==> config.mk <==
export PLATFORM = sky130hd
export DESIGN_NAME = ps2_kbd_ctrl
export DESIGN_NICKNAME = d
export VERILOG_FILES = /design/src/rtl/ps2_kbd_ctrl.sv
export SDC_FILE = /design/constraint.sdc
export NUM_CORES = 1
export LEC_CHECK = 0
export ABC_CLOCK_PERIOD_IN_PS = 5050
export BUFFER_PORTS_ARGS = -buffer_cell sky130_fd_sc_hd__buf_2
export CAP_MARGIN = 20
export CORE_MARGIN = 2
export CORE_UTILIZATION = 25
export DETAILED_ROUTE_END_ITERATION = 8
export HOLD_SLACK_MARGIN = 0.03
export MAX_ROUTING_LAYER = met4
export PLACE_DENSITY = 0.51
export SETUP_SLACK_MARGIN = 0.02
export SLEW_MARGIN = 25
export SYNTH_ARGS = -nofsm -noshare
export SYNTH_HDL_FRONTEND = slang
export SYNTH_SLANG_ARGS = --single-unit
export TNS_END_PERCENT = 20
==> constraint.sdc <==
create_clock -name clk -period 5.05 [get_ports clk]
set_clock_uncertainty 0.2 [all_clocks]
set_input_delay 0.505 -clock clk [delete_from_list [all_inputs] [get_ports clk]]
set_output_delay 0.505 -clock clk [all_outputs]
set_load 0.03 [all_outputs]
==> src/rtl/ps2_kbd_ctrl.sv <==
// PS/2 set-2 keyboard controller: pops bytes from the receiver FIFO, folds E0/F0
// prefixes into key events, tracks shift/held-key state and hands events out on valid/ready.
module ps2_kbd_ctrl (
  input  logic       clk,
  input  logic       clrn,
  input  logic [7:0] kb_data,
  input  logic       kb_ready,
  input  logic       kb_overflow,
  output logic       kb_nextdata_n,
  output logic       evt_valid,
  input  logic       evt_ready,
  output logic [7:0] evt_code,
  output logic       evt_ext,
  output logic       evt_break,
  output logic [7:0] evt_ascii,
  output logic       shift,
  output logic [7:0] cur_key,
  output logic       key_held,
  output logic [7:0] press_count,
  output logic       ovf_seen
);

  typedef enum logic [1:0] {IDLE, POP, DECODE, EMIT} state_t;

  localparam logic [7:0] LETTER_CODE [26] = '{
    8'h1C, 8'h32, 8'h21, 8'h23, 8'h24, 8'h2B, 8'h34, 8'h33, 8'h43, 8'h3B,
    8'h42, 8'h4B, 8'h3A, 8'h31, 8'h44, 8'h4D, 8'h15, 8'h2D, 8'h1B, 8'h2C,
    8'h3C, 8'h2A, 8'h1D, 8'h22, 8'h35, 8'h1A};
  localparam logic [7:0] DIGIT_CODE [10] = '{
    8'h45, 8'h16, 8'h1E, 8'h26, 8'h25, 8'h2E, 8'h36, 8'h3D, 8'h3E, 8'h46};

  state_t     state_reg, state_next;
  logic [7:0] byte_reg, byte_next;
  logic       ext_pend_reg, ext_pend_next;
  logic       brk_pend_reg, brk_pend_next;
  logic       shift_l_reg, shift_l_next;
  logic       shift_r_reg, shift_r_next;
  logic [7:0] cur_key_reg, cur_key_next;
  logic       cur_ext_reg, cur_ext_next;
  logic       key_held_reg, key_held_next;
  logic [7:0] press_count_reg, press_count_next;
  logic       ovf_seen_reg, ovf_seen_next;
  logic       nextdata_n_reg, nextdata_n_next;
  logic       evt_valid_reg, evt_valid_next;
  logic [7:0] evt_code_reg, evt_code_next;
  logic       evt_ext_reg, evt_ext_next;
  logic       evt_break_reg, evt_break_next;
  logic [7:0] evt_ascii_reg, evt_ascii_next;

  logic [25:0] letter_hit;
  logic [9:0]  digit_hit;
  logic [7:0]  ascii_lookup;
  logic        shift_any;
  logic        same_key;
  logic        emit;

  genvar gi;
  generate
    for (gi = 0; gi < 26; gi++) begin : g_letter
      assign letter_hit[gi] = (byte_reg == LETTER_CODE[gi]);
    end
    for (gi = 0; gi < 10; gi++) begin : g_digit
      assign digit_hit[gi] = (byte_reg == DIGIT_CODE[gi]);
    end
  endgenerate

  assign shift_any = shift_l_reg | shift_r_reg;
  assign same_key  = (byte_reg == cur_key_reg) && (ext_pend_reg == cur_ext_reg);

  // Case follows shift as held before this byte, so a break carries its make's ASCII.
  always_comb begin
    ascii_lookup = 8'h00;
    if (!ext_pend_reg) begin
      if (byte_reg == 8'h29) ascii_lookup = 8'h20;
      for (int i = 0; i < 26; i++)
        if (letter_hit[i]) ascii_lookup = (shift_any ? 8'h41 : 8'h61) + 8'(i);
      for (int i = 0; i < 10; i++)
        if (digit_hit[i]) ascii_lookup = 8'h30 + 8'(i);
    end
  end

  always_comb begin
    state_next       = state_reg;
    byte_next        = byte_reg;
    ext_pend_next    = ext_pend_reg;
    brk_pend_next    = brk_pend_reg;
    shift_l_next     = shift_l_reg;
    shift_r_next     = shift_r_reg;
    cur_key_next     = cur_key_reg;
    cur_ext_next     = cur_ext_reg;
    key_held_next    = key_held_reg;
    press_count_next = press_count_reg;
    ovf_seen_next    = ovf_seen_reg | kb_overflow;
    nextdata_n_next  = 1'b1;
    evt_valid_next   = evt_valid_reg;
    evt_code_next    = evt_code_reg;
    evt_ext_next     = evt_ext_reg;
    evt_break_next   = evt_break_reg;
    evt_ascii_next   = evt_ascii_reg;
    emit             = 1'b0;
    case (state_reg)
      IDLE: begin
        if (kb_ready) begin
          byte_next       = kb_data;
          nextdata_n_next = 1'b0;
          state_next      = POP;
        end
      end
      POP: state_next = DECODE;
      DECODE: begin
        state_next = IDLE;
        if (byte_reg == 8'hE0) begin
          ext_pend_next = 1'b1;
        end else if (byte_reg == 8'hF0) begin
          brk_pend_next = 1'b1;
        end else begin
          ext_pend_next = 1'b0;
          brk_pend_next = 1'b0;
          // Shift keys only report a change of their own bit.
          if (byte_reg == 8'h12 && !ext_pend_reg) begin
            shift_l_next = !brk_pend_reg;
            emit         = (shift_l_reg == brk_pend_reg);
          end else if (byte_reg == 8'h59 && !ext_pend_reg) begin
            shift_r_next = !brk_pend_reg;
            emit         = (shift_r_reg == brk_pend_reg);
          end else if (!brk_pend_reg) begin
            if (!(key_held_reg && same_key)) begin
              cur_key_next  = byte_reg;
              cur_ext_next  = ext_pend_reg;
              key_held_next = 1'b1;
              emit          = 1'b1;
            end
          end else begin
            if (same_key) key_held_next = 1'b0;
            press_count_next = press_count_reg + 8'd1;
            emit             = 1'b1;
          end
          if (emit) begin
            evt_code_next  = byte_reg;
            evt_ext_next   = ext_pend_reg;
            evt_break_next = brk_pend_reg;
            evt_ascii_next = ascii_lookup;
            evt_valid_next = 1'b1;
            state_next     = EMIT;
          end
        end
      end
      EMIT: begin
        if (evt_ready) begin
          evt_valid_next = 1'b0;
          state_next     = IDLE;
        end
      end
      default: state_next = IDLE;
    endcase
  end

  always_ff @(posedge clk) begin
    if (!clrn) begin
      state_reg       <= IDLE;
      byte_reg        <= 8'h00;
      ext_pend_reg    <= 1'b0;
      brk_pend_reg    <= 1'b0;
      shift_l_reg     <= 1'b0;
      shift_r_reg     <= 1'b0;
      cur_key_reg     <= 8'h00;
      cur_ext_reg     <= 1'b0;
      key_held_reg    <= 1'b0;
      press_count_reg <= 8'h00;
      ovf_seen_reg    <= 1'b0;
      nextdata_n_reg  <= 1'b1;
      evt_valid_reg   <= 1'b0;
      evt_code_reg    <= 8'h00;
      evt_ext_reg     <= 1'b0;
      evt_break_reg   <= 1'b0;
      evt_ascii_reg   <= 8'h00;
    end else begin
      state_reg       <= state_next;
      byte_reg        <= byte_next;
      ext_pend_reg    <= ext_pend_next;
      brk_pend_reg    <= brk_pend_next;
      shift_l_reg     <= shift_l_next;
      shift_r_reg     <= shift_r_next;
      cur_key_reg     <= cur_key_next;
      cur_ext_reg     <= cur_ext_next;
      key_held_reg    <= key_held_next;
      press_count_reg <= press_count_next;
      ovf_seen_reg    <= ovf_seen_next;
      nextdata_n_reg  <= nextdata_n_next;
      evt_valid_reg   <= evt_valid_next;
      evt_code_reg    <= evt_code_next;
      evt_ext_reg     <= evt_ext_next;
      evt_break_reg   <= evt_break_next;
      evt_ascii_reg   <= evt_ascii_next;
    end
  end

  assign kb_nextdata_n = nextdata_n_reg;
  assign evt_valid     = evt_valid_reg;
  assign evt_code      = evt_code_reg;
  assign evt_ext       = evt_ext_reg;
  assign evt_break     = evt_break_reg;
  assign evt_ascii     = evt_ascii_reg;
  assign shift         = shift_any;
  assign cur_key       = cur_key_reg;
  assign key_held      = key_held_reg;
  assign press_count   = press_count_reg;
  assign ovf_seen      = ovf_seen_reg;

endmodule

==> out/summary.json, run 1 <==
{
  "postCtsHoldBufs": {"value": 0},
  "nets": {"value": 409},
  "flow.area_growth_from_synthesis": {"value": 14.8, "unit": "%"},
  "cts_resized": {"value": 0},
  "synth_fp_nets": {"value": 377},
  "holdWs": {"value": 213, "unit": "ps"},
  "pin_count": {"value": 52},
  "maxCapViolCount": {"value": 0},
  "postSynth.topFlopCell": {"value": "dfxtp_1"},
  "dieHeight": {"value": 117, "unit": "um"},
  "first_global_vias": {"value": 2576},
  "fraction_of_synthesis_flops_using_an_asynchronous_set_or_reset_pin": {"value": 0},
  "detail_route.first_pass.iterations": {"value": 7},
  "route.detailed.vias_per_inst": {"value": 4.90},
  "hold_crit_path_type": {"value": "in -> reg"},
  "yosys-top-cells-area": {"value": "dfxtp_1 33%, nor2b_1 8.9%, mux2i_1 8.5%, xnor2_1 3.6%, a21oi_1 3.0%"},
  "syn-instance-count": {"value": 363},
  "worstPathRequired": {"value": 5010, "unit": "ps"},
  "synth_largest_area_cell": {"value": "dfxtp_1"},
  "period_share": {"value": 0.643},
  "synthesis.yosys.warnings": {"value": 0},
  "timing.final.setup_violations": {"value": 0},
  "fillCellCount": {"value": 1376},
  "crit_fanout": {"value": 18},
  "floorplan.core_area": {"value": 12500, "unit": "um^2"},
  "quantity_of_i_o_buffers_inserted_on_ports": {"value": 50},
  "ys_seq_elements": {"value": 52},
  "cts_max_level": {"value": 2},
  "critPathKind": {"value": "reg -> reg"},
  "power.ir.vdd_worst": {"value": 0.000121, "unit": "V"},
  "worstSetupEndpointType": {"value": "register"},
  "post_cts_buffers": {"value": 0},
  "static-leakage-power": {"value": 1.37, "unit": "nW"},
  "cts_root_buf": {"value": "clkbuf_16"},
  "clkTransAtPathRegs": {"value": 70, "unit": "ps"},
  "synth.cell_area": {"value": 3180, "unit": "um^2"},
  "cts_tree": {"value": "built"},
  "synth_seq_area_share": {"value": 0.327},
  "netlist_cell_types": {"value": 73},
  "effective_utilization_at_floorplan": {"value": 0.254},
  "cts_made_buffers": {"value": 5},
  "pre_cts_slack": {"value": 1820, "unit": "ps"},
  "gp_congestion": {"value": 0.892},
  "die_width": {"value": 117, "unit": "um"},
  "final_core_utilization": {"value": 0.292},
  "hpwlAfterDp": {"value": 6.20, "unit": "mm"},
  "crit_chain": {"value": "buf_4 -> xnor2_1 -> nand4_1 -> nor4_1 -> a21oi_2 -> o311a_1 -> buf_6 -> nand4b_1 -> o21ai_0"},
  "run_status": {"value": "completed"},
  "count_of_flip_flops_with_a_built_in_enable_after_synthesis": {"value": 0},
  "antenna-diode-count": {"value": 0},
  "critical_path_arrival": {"value": 3200, "unit": "ps"},
  "setup.worst_path.start_class": {"value": "register"},
  "slew_headroom": {"value": 0.316},
  "slew_violations": {"value": 0},
  "routed-via-count": {"value": 2785},
  "clock_path_buffers": {"value": 2},
  "worst_skew_pair.late_latency": {"value": 300, "unit": "ps"},
  "rsz0062_at_grt": {"value": "no"},
  "detail_route.drc_violations": {"value": 0},
  "final_hold_viol_count": {"value": 0},
  "overflow": {"value": 0},
  "post_synth.cell_area_avg": {"value": 8.76, "unit": "um^2"},
  "antenna_found_initial": {"value": 0},
  "yosysTopAreaCellShare": {"value": 0.327},
  "first_iter_violations": {"value": 449},
  "fmaxAchievable": {"value": 0.308, "unit": "GHz"},
  "tightestPinTransition": {"value": 1010, "unit": "ps"},
  "timing.setup.tns": {"value": 0, "unit": "ps"},
  "final.min_clock_period": {"value": 3250, "unit": "ps"},
  "worst_path_dominant_cell_family": {"value": "compound AO/OA/AOI/OAI gates"},
  "crit_buf_inv": {"value": 2},
  "grt_max_degree": {"value": 57},
  "post_detailed_routing_wire_length": {"value": 8.69, "unit": "mm"},
  "die_area": {"value": 13600, "unit": "um^2"},
  "std_cell_rows": {"value": 41},
  "finalWorstSetupSlack": {"value": 1800, "unit": "ps"},
  "cellPowerDensity": {"value": 276, "unit": "nW/um^2"},
  "critPathSlowestCell": {"value": "dfxtp_1"},
  "grt.total_usage": {"value": 0.133},
  "share_of_post_route_cells_with_drive_strength_above_1": {"value": 0.207},
  "wire_per_inst": {"value": 15.3, "unit": "um"},
  "detail-route-antenna-nets": {"value": 0},
  "slowest_delay": {"value": 760, "unit": "ps"},
  "clock-sinks": {"value": 52},
  "grt_pass1_wl": {"value": 13.8, "unit": "mm"}
}
==> cell usage after synthesis, types with 4 or more instances <==
cell	number
dfxtp_1	52
nor2b_1	45
mux2i_1	27
nor2_1	23
a21oi_1	19
nand2_1	18
nand3_1	15
clkbuf_1	14
o21ai_0	14
xnor2_1	13
a31oi_1	7
nand2b_1	6
inv_1	5
a22oi_1	4
buf_2	4
buf_6	4
nand4_1	4
nor3_1	4
o31ai_1	4
xor2_1	4
==> where the power goes <==
| group | total (W) | internal, W | switching (W) | leakage (nW) |
|---|---|---|---|---|
| clock network | 0.000341 | 0.000185 | 0.000156 | 0.0671 |
| logic | 0.000209 | 0.0000812 | 0.000128 | 0.883 |
| registers | 0.000457 | 0.000425 | 0.0000315 | 0.422 |
==> per-layer routing <==
layer | GRT usage | part of all wire | vias to the layer above
li1 | - | - | 1358
met1 | 0.185 | 0.48 | 1305
met2 | 0.192 | 0.45 | 109
met3 | 0.0350 | 0.064 | 13
met4 | 0.0314 | 0.011 | 0
met5 | - | 0 | -
==> through the flow <==
| step | power [W] | instances | cell area, um^2 |
|---|---|---|---|
| 2_1_floorplan | 0.000629 | 363 | 3180 |
| 3_3_place_gp | 0.000673 | 559 | 3490 |
| 3_5_place_dp | 0.000676 | 560 | 3500 |
| 4_1_cts | 0.00102 | 568 | 3650 |
| 5_1_grt | 0.00106 | 568 | 3650 |
| 6_report | 0.00101 | 568 | 3650 |
==> worst register-to-register path, stage by stage, from the launching register on <==
cell and delay, ps:
dfxtp_1 760, buf_4 330, xnor2_1 140, nand4_1 130, nor4_1 390, a21oi_2 120
o311a_1 560, buf_6 260, nand4b_1 110, o21ai_0 100
==> cell families after synthesis <==
kind of cell | share of synthesized area
other cells | 0.00118
fa+ha+maj | 0.00393
xor+xnor | 0.0468
compound gates | 0.170
flops | 0.327
simple gates | 0.294
mux | 0.0885
buf+inv | 0.0677
==> layout by cell type (no fill, tap or decap), drive strengths merged, types with 3 or more instances in the layout <==
| cell type | n |
|---|---|
| nor3 | 4 |
| nand3 | 15 |
| a21boi | 4 |
| mux2i | 27 |
| nor2b | 45 |
| and3 | 3 |
| nand2 | 18 |
| nor4 | 4 |
| or3 | 4 |
| nor3b | 4 |
| a22oi | 4 |
| inv | 5 |
| nand2b | 7 |
| xor2 | 4 |
| buf | 55 |
| nand4 | 4 |
| dfxtp | 52 |
| and2 | 3 |
| xnor2 | 13 |
| o21ai | 14 |
| clkbuf | 6 |
| a21oi | 20 |
| a31oi | 7 |
| o31ai | 4 |
| nor2 | 23 |
| o211ai | 3 |
==> layout make-up <==
class / count / area (um^2) / share of cell area
flip-flops and latches: 52 / 1040 / 0.285
well taps: 172 / 215 / 0.0590
repair buffers: 55 / 292 / 0.0799
multi-input cells: 275 / 1930 / 0.530
inverters: 6 / 22.5 / 0.00617
clock inverters: 2 / 16.3 / 0.00446
clock buffers: 6 / 129 / 0.0353
==> worst paths after layout <==
path	from	to	slack [ps]	depth (start not counted)
min	kb_overflow	ovf_seen	210	2
max reg2reg	byte_reg[4]	evt_ascii[0]	1800	9
max	byte_reg[4]	evt_ascii[0]	1800	9
min reg2reg	ovf_seen	ovf_seen	250	1
Note: power is estimated with default switching activity, not from simulation.
==> run 2, diff against run 1 <==
Settings changed: ABC_AREA set to 1, ABC_CLOCK_PERIOD_IN_PS 5050 to 2810, PLACE_DENSITY 0.51 to 0.53.
Clock period 5.05 ns to 2.81 ns, I/O delays scaled along.
==> run 2 against run 1 <==
Largest power group unchanged; critical path type unchanged; area after synthesis fell by 12%; clock power up 42%; largest cell class unchanged; power up 76%; synthesized cell count rose by 7.4%.
==> out/summary.json, run 2 <==
{
  "run_status": {"value": "completed"},
  "count_of_flip_flops_with_a_built_in_enable_after_synthesis": {"value": 0},
  "post_detailed_routing_wire_length": {"value": 7.63, "unit": "mm"},
  "grt_busiest_layer": {"value": "met2"},
  "cts_made_buffers": {"value": 5},
  "r2r_setup_slack": {"value": 270, "unit": "ps"},
  "grt_pass1_wl": {"value": 12.6, "unit": "mm"},
  "fmaxAchievable": {"value": 0.394, "unit": "GHz"},
  "most_common_cell_after_layout_fill_and_taps_aside": {"value": "nand2_1"},
  "cts_tree": {"value": "built"},
  "global_route.usage.met2": {"value": 0.212},
  "cts_max_level": {"value": 2},
  "final_hold_viol_count": {"value": 0},
  "fraction_of_synthesis_flops_using_an_asynchronous_set_or_reset_pin": {"value": 0},
  "gp_congestion": {"value": 1.01},
  "worstHoldPathCells": {"value": 3},
  "timing.setup.tns": {"value": 0, "unit": "ps"},
  "placed_cells": {"value": 570},
  "final_cells": {"value": 580},
  "cts_root_buf": {"value": "clkbuf_8"},
  "hold_crit_path_type": {"value": "in -> reg"},
  "final.min_clock_period": {"value": 2540, "unit": "ps"},
  "detail-route-antenna-nets": {"value": 0},
  "syn-instance-count": {"value": 390},
  "netlist_cell_types": {"value": 45},
  "synth.cell_area": {"value": 2800, "unit": "um^2"},
  "final_core_utilization": {"value": 0.302},
  "crit_fanout": {"value": 21},
  "synthTopCellsByCount": {"value": "60 x nand2_1, 52 x dfxtp_1, 48 x nor2_1"},
  "die_area": {"value": 12000, "unit": "um^2"},
  "setup.worst_path.start_class": {"value": "register"},
  "worstSetupEndpointType": {"value": "register"},
  "flow.area_growth_from_synthesis": {"value": 17.6, "unit": "%"},
  "globalRouteMet1Util": {"value": 0.184},
  "worst_hold_startpoint": {"value": "kb_data[2]"},
  "synthesis.yosys.warnings": {"value": 0},
  "grt.total_usage": {"value": 0.137},
  "wire_per_inst": {"value": 13.1, "unit": "um"},
  "yosys.cell_count.top_type": {"value": "nand2_1"},
  "routed-via-count": {"value": 2703},
  "detail_route.first_pass.iterations": {"value": 4},
  "antenna-diode-count": {"value": 0},
  "hpwlAfterDp": {"value": 5.84, "unit": "mm"},
  "mostFrequentLayoutCells": {"value": "60 x nand2_1, 52 x dfxtp_1, 50 x buf_2"},
  "rsz0062_at_grt": {"value": "no"},
  "finalWorstSetupSlack": {"value": 269, "unit": "ps"},
  "clock_path_buffers": {"value": 2},
  "worst_skew_pair.late_latency": {"value": 320, "unit": "ps"},
  "pre_cts_slack": {"value": 361, "unit": "ps"},
  "postSynth.topFlopCell": {"value": "dfxtp_1"},
  "effective_utilization_at_floorplan": {"value": 0.257},
  "power.ir.vdd_worst": {"value": 0.000203, "unit": "V"},
  "fin_total_pwr": {"value": 0.00177, "unit": "W"},
  "antenna_found_initial": {"value": 0},
  "quantity_of_i_o_buffers_inserted_on_ports": {"value": 50},
  "global_route.usage.met3": {"value": 0.0249},
  "slew_violations": {"value": 0},
  "clock-sinks": {"value": 52},
  "slew_headroom": {"value": 0.587},
  "synth_seq_area_share": {"value": 0.372},
  "clkTransAtPathRegs": {"value": 120, "unit": "ps"},
  "crit-reg2reg-capture": {"value": "evt_ascii[2]"},
  "tightestPinTransition": {"value": 619, "unit": "ps"},
  "grt_max_degree": {"value": 26},
  "std_cell_rows": {"value": 38},
  "reg2reg_from": {"value": "byte_reg[1]"},
  "maxCapViolCount": {"value": 0},
  "nets": {"value": 453},
  "synth_largest_area_cell": {"value": "dfxtp_1"},
  "period_share": {"value": 0.904},
  "worst_hold_endpoint": {"value": "byte_reg[2]"},
  "overflow": {"value": 0},
  "ff2ff_path_depth": {"value": 12},
  "timing.final.setup_violations": {"value": 0},
  "worstPathRequired": {"value": 2790, "unit": "ps"},
  "die_width": {"value": 110, "unit": "um"},
  "first_iter_violations": {"value": 163},
  "route.detailed.vias_per_inst": {"value": 4.66},
  "ys_seq_elements": {"value": 52},
  "cellPowerDensity": {"value": 540, "unit": "nW/um^2"},
  "first_global_vias": {"value": 2586},
  "static-leakage-power": {"value": 1.43, "unit": "nW"},
  "critical_path_arrival": {"value": 2520, "unit": "ps"},
  "post_synth.cell_area_avg": {"value": 7.17, "unit": "um^2"},
  "floorplan.core_area": {"value": 10900, "unit": "um^2"},
  "yosysTopAreaCellShare": {"value": 0.372},
  "detail_route.drc_violations": {"value": 0},
  "synth_fp_nets": {"value": 404},
  "dieHeight": {"value": 110, "unit": "um"},
  "critPathKind": {"value": "reg -> reg"},
  "yosys-top-cells-area": {"value": "dfxtp_1 37%, nand2_1 8.1%, a21oi_1 7.2%, nor2_1 6.4%, o21ai_0 4.8%"},
  "pin_count": {"value": 52},
  "post_cts_buffers": {"value": 0},
  "share_of_post_route_cells_with_drive_strength_above_1": {"value": 0.252}
}
## run 2: changes by cell type after synthesis, sizes merged, moves of 8 or more
cell	delta
nand4	+8
inv	+45
nand2	+49
clkbuf	-10
nor2b	-45
mux2i	-27
a21oi	+25
nor2	+32
o21ai	+32
## run 2: area by class of cell
| type | count | area [um^2] |
|---|---|---|
| tap | 140 | 175 |
| fill | 1180 | 7600 |
| inverter | 50 | 189 |
| sequential | 52 | 1040 |
| clock buffer | 5 | 68.8 |
| multi-input combinational | 276 | 1500 |
| timing repair buffer | 54 | 285 |
| clock inverter | 3 | 28.8 |
## run 2: critical path, stage by stage, from the launching register on
cell	delay, ps
dfxtp_1	370
inv_2	140
nand2_2	100
inv_2	60
nand3_2	130
nor4_4	320
nand3_1	120
a21oi_1	170
nand2_1	100
nand3_2	90
clkinv_2	270
o311ai_1	220
a21oi_1	110
## run 2: logic make-up after synthesis
family	count (synthesis)	share of synthesized area
AOI/OAI and AO/OA	101	0.204
xor gates and xnor gates	7	0.0219
adders and majority gates	1	0.00447
buffers and inverters	62	0.0908
DFF	52	0.372
other	1	0.00134
and+or+nand+nor	166	0.306
## run 2: worst max-delay path by stage
stage                startpoint      endpoint  slack, ps  cells after the start
floorplan            cur_key[5]  evt_ascii[2]        780                     11
global placement    byte_reg[1]  evt_ascii[2]        360                     13
detailed placement  byte_reg[1]  evt_ascii[2]        360                     13
CTS                 byte_reg[1]  evt_ascii[2]        300                     13
global route        byte_reg[1]  evt_ascii[2]         20                     12
finish              byte_reg[1]  evt_ascii[2]        270                     12
## run 2: power breakdown
group / total [W] / internal, W / switching (W)
combinational: 0.000441 / 0.000133 / 0.000308
clock: 0.000483 / 0.000189 / 0.000294
sequential: 0.000852 / 0.000796 / 0.0000560
## run 2: layer usage
layer	share of wire	up-vias
li1	-	1391
met1	0.50	1240
met2	0.45	60
met3	0.036	12
met4	0.014	0
met5	0	-
## run 2: metrics by stage
| step | hold WS, ps | cell area, um^2 |
|---|---|---|
| after CTS | 30.9 | 3290 |
| after floorplan | 165 | 2800 |
| after global routing | 33.6 | 3290 |
| after global placement | 239 | 3170 |
| after detailed placement | 253 | 3170 |
| final | 37.9 | 3290 |
## run 2: repair_timing
item / CTS / global route
setup endpoints to repair: 0 / 2
endpoints found under the hold margin: 2 / 0
hold buffers: 2 / 0
gates resized for setup: 0 / 1
==> run 3, diff against run 2 <==
--- a/config.mk
+++ b/config.mk
@@ -9,5 +9,6 @@
 export ABC_CLOCK_PERIOD_IN_PS = 2810
 export BUFFER_PORTS_ARGS = -buffer_cell sky130_fd_sc_hd__buf_2
-export CAP_MARGIN = 20
+export CAP_MARGIN = 15
+export CORE_ASPECT_RATIO = 0.5
 export CORE_MARGIN = 2
 export CORE_UTILIZATION = 25
==> constraint.sdc (replaced) <==
create_clock -name clk -period 2.81 [get_ports clk]
set_clock_uncertainty 0.2 [all_clocks]
set_input_delay 0.1405 -clock clk [delete_from_list [all_inputs] [get_ports clk]]
set_output_delay 0.1405 -clock clk [all_outputs]
set_load 0.03 [all_outputs]
==> run 3 against run 2 <==
Hold slack better by 88 ps; clock power is 28% higher; die area is 0.43% higher; critical path type unchanged; global-route usage is 0.72 points lower; final cell count is 2.2% higher; first-iteration DRC count is 18% higher; via count is 0.33% lower; non-clock buffer count is 8 higher.
==> out/summary.json, run 3 (synthesis results as in run 2) <==
{
  "run_status": {"value": "completed"},
  "setup.worst_path.start_class": {"value": "register"},
  "first_global_vias": {"value": 2539},
  "detail_route.drc_violations": {"value": 0},
  "slew_violations": {"value": 0},
  "crit_cells": {"value": 11},
  "clkTransAtPathRegs": {"value": 70, "unit": "ps"},
  "slowest_delay": {"value": 430, "unit": "ps"},
  "fmaxAchievable": {"value": 0.401, "unit": "GHz"},
  "most_common_cell_after_layout_fill_and_taps_aside": {"value": "nand2_1"},
  "globalRouteMet1Util": {"value": 0.178},
  "multi_input_comb_area": {"value": 1510, "unit": "um^2"},
  "crit_buf_inv": {"value": 1},
  "fin_total_pwr": {"value": 0.00192, "unit": "W"},
  "period_share": {"value": 0.887},
  "quantity_of_i_o_buffers_inserted_on_ports": {"value": 50},
  "maxCapViolCount": {"value": 0},
  "std_cell_rows": {"value": 27},
  "cts_made_buffers": {"value": 5},
  "critPathCapture": {"value": "evt_ascii[5]"},
  "critPathSlowestCell": {"value": "dfxtp_1"},
  "route.detailed.vias_per_inst": {"value": 4.54},
  "final.min_clock_period": {"value": 2490, "unit": "ps"},
  "crit_fanout": {"value": 6},
  "crit-reg2reg-capture": {"value": "evt_ascii[5]"},
  "worst_skew_pair.late_latency": {"value": 290, "unit": "ps"},
  "grt_max_degree": {"value": 37},
  "power.share.combinational": {"value": 0.234},
  "crit_chain": {"value": "inv_1 -> nand2_1 -> nor2_1 -> nand2_1 -> o21ai_0 -> nor3_1 -> nand4_1 -> o21ai_0 -> o2111ai_1 -> o21ai_2 -> a21oi_2"},
  "timing.final.setup_violations": {"value": 0},
  "detail_route.first_pass.iterations": {"value": 5},
  "hold_crit_path_type": {"value": "in -> reg"},
  "clock_path_buffers": {"value": 2},
  "pre_cts_slack": {"value": 171, "unit": "ps"},
  "die_area": {"value": 12100, "unit": "um^2"},
  "tightestPinTransition": {"value": 561, "unit": "ps"},
  "rsz0062_at_grt": {"value": "no"},
  "cellPowerDensity": {"value": 558, "unit": "nW/um^2"},
  "post_detailed_routing_wire_length": {"value": 7.33, "unit": "mm"},
  "cellInternalPower": {"value": 0.00127, "unit": "W"},
  "die_width": {"value": 154, "unit": "um"},
  "detail-route-antenna-nets": {"value": 0},
  "dieHeight": {"value": 78.8, "unit": "um"},
  "cts_max_level": {"value": 2},
  "grt_pass1_wl": {"value": 12.4, "unit": "mm"},
  "wire_per_inst": {"value": 12.4, "unit": "um"},
  "clock-sinks": {"value": 52},
  "share_of_post_route_cells_with_drive_strength_above_1": {"value": 0.246},
  "power.ir.vdd_worst": {"value": 0.000222, "unit": "V"},
  "global_route.usage.met2": {"value": 0.192},
  "antenna_found_initial": {"value": 0},
  "critical_path_arrival": {"value": 2450, "unit": "ps"},
  "routed-via-count": {"value": 2694},
  "flow.area_growth_from_synthesis": {"value": 23.0, "unit": "%"},
  "hpwlAfterDp": {"value": 5.53, "unit": "mm"},
  "clockPowerShare": {"value": 0.321},
  "static-leakage-power": {"value": 1.48, "unit": "nW"},
  "cts_root_buf": {"value": "clkbuf_16"},
  "worstSetupEndpointType": {"value": "register"},
  "final_hold_viol_count": {"value": 0},
  "seq_area": {"value": 1040, "unit": "um^2"},
  "effective_utilization_at_floorplan": {"value": 0.255},
  "gp_congestion": {"value": 0.895},
  "grt.total_usage": {"value": 0.130},
  "crit_start": {"value": "byte_reg[4]"},
  "worstPathRequired": {"value": 2770, "unit": "ps"},
  "grt_busiest_layer": {"value": "met2"},
  "share_seq_of_total_power": {"value": 0.444},
  "slew_headroom": {"value": 0.626},
  "antenna-diode-count": {"value": 0},
  "critPathKind": {"value": "reg -> reg"},
  "pin_count": {"value": 52},
  "nets": {"value": 461},
  "ff2ff_path_depth": {"value": 11},
  "final_cell_area": {"value": 3440, "unit": "um^2"},
  "first_iter_violations": {"value": 192},
  "worst_path_dominant_cell_family": {"value": "compound AO/OA/AOI/OAI gates"},
  "global_route.usage.met3": {"value": 0.0322},
  "timing.setup.tns": {"value": 0, "unit": "ps"},
  "finalWorstSetupSlack": {"value": 318, "unit": "ps"},
  "switching_power": {"value": 0.000650, "unit": "W"},
  "r2r_setup_slack": {"value": 320, "unit": "ps"},
  "reg2reg_from": {"value": "byte_reg[4]"},
  "post_dp_cell_area": {"value": 3170, "unit": "um^2"},
  "holdWs": {"value": 126, "unit": "ps"},
  "floorplan.core_area": {"value": 10900, "unit": "um^2"},
  "cts_tree": {"value": "built"},
  "overflow": {"value": 0},
  "mostFrequentLayoutCells": {"value": "60 x nand2_1, 52 x dfxtp_1, 50 x buf_2"},
  "fillCellCount": {"value": 1243},
  "switching_share": {"value": 0.339}
}
run 3: cell count changes in the layout (fill, tap and decap cells not counted):
cell,before,now
clkbuf_8,5,0
buf_4,2,1
nand3_4,0,1
nand3_2,3,2
inv_8,1,0
dlygate4sd3_1,2,11
clkinvlp_4,0,1
clkbuf_16,0,5
run 3: how the worst min path moves through the flow:
stage,from,endpoint,cells past startpoint
2_1_floorplan,kb_ready,kb_nextdata_n,1
3_3_place_gp,kb_ready,kb_nextdata_n,2
3_5_place_dp,kb_ready,kb_nextdata_n,2
4_1_cts,clrn,kb_nextdata_n,3
5_1_grt,clrn,kb_nextdata_n,3
6_report,clrn,kb_nextdata_n,3
run 3: final cells by class:
type | count | area share
Clock buffer | 5 | 0.0364
Clock inverter | 3 | 0.00619
Inverter | 50 | 0.0560
Multi-Input combinational cell | 276 | 0.439
Sequential cell | 52 | 0.303
Tap cell | 145 | 0.0528
Timing Repair Buffer | 62 | 0.107
run 3: worst register-to-register path, cell delays in order (launching register included):
cell,delay (ps)
dfxtp_1,430
inv_1,170
nand2_1,120
nor2_1,130
nand2_1,120
o21ai_0,140
nor3_1,210
nand4_1,150
o21ai_0,240
o2111ai_1,200
o21ai_2,190
a21oi_2,60
run 3: power by group through the flow:
| stage | sequential (W) | clock [W] | combinational (W) |
|---|---|---|---|
| floorplan | 0.000929 | 0 | 0.000265 |
| global placement | 0.000870 | 0 | 0.000437 |
| detailed placement | 0.000870 | 0 | 0.000434 |
| CTS | 0.000853 | 0.000639 | 0.000448 |
| global route | 0.000862 | 0.000666 | 0.000499 |
| finish | 0.000852 | 0.000617 | 0.000450 |
run 3: repair_timing:
action | CTS | global route
hold buffers | 11 | 0
hold endpoints to repair | 13 | 0
resized for setup | 0 | 4
buffers inserted | 0 | 0
endpoints found under the setup margin | 0 | 12
run 3: stage by stage:
stage | util | instances
finish | 0.314 | 593
global route | 0.314 | 593
CTS | 0.313 | 593
detailed placement | 0.290 | 574
global placement | 0.290 | 574
floorplan | - | 390
run 3: layer usage:
metal	vias to the layer above	wire, um
li1	1407	-
met1	1218	3790
met2	65	3090
met3	4	381
met4	0	70
met5	-	0
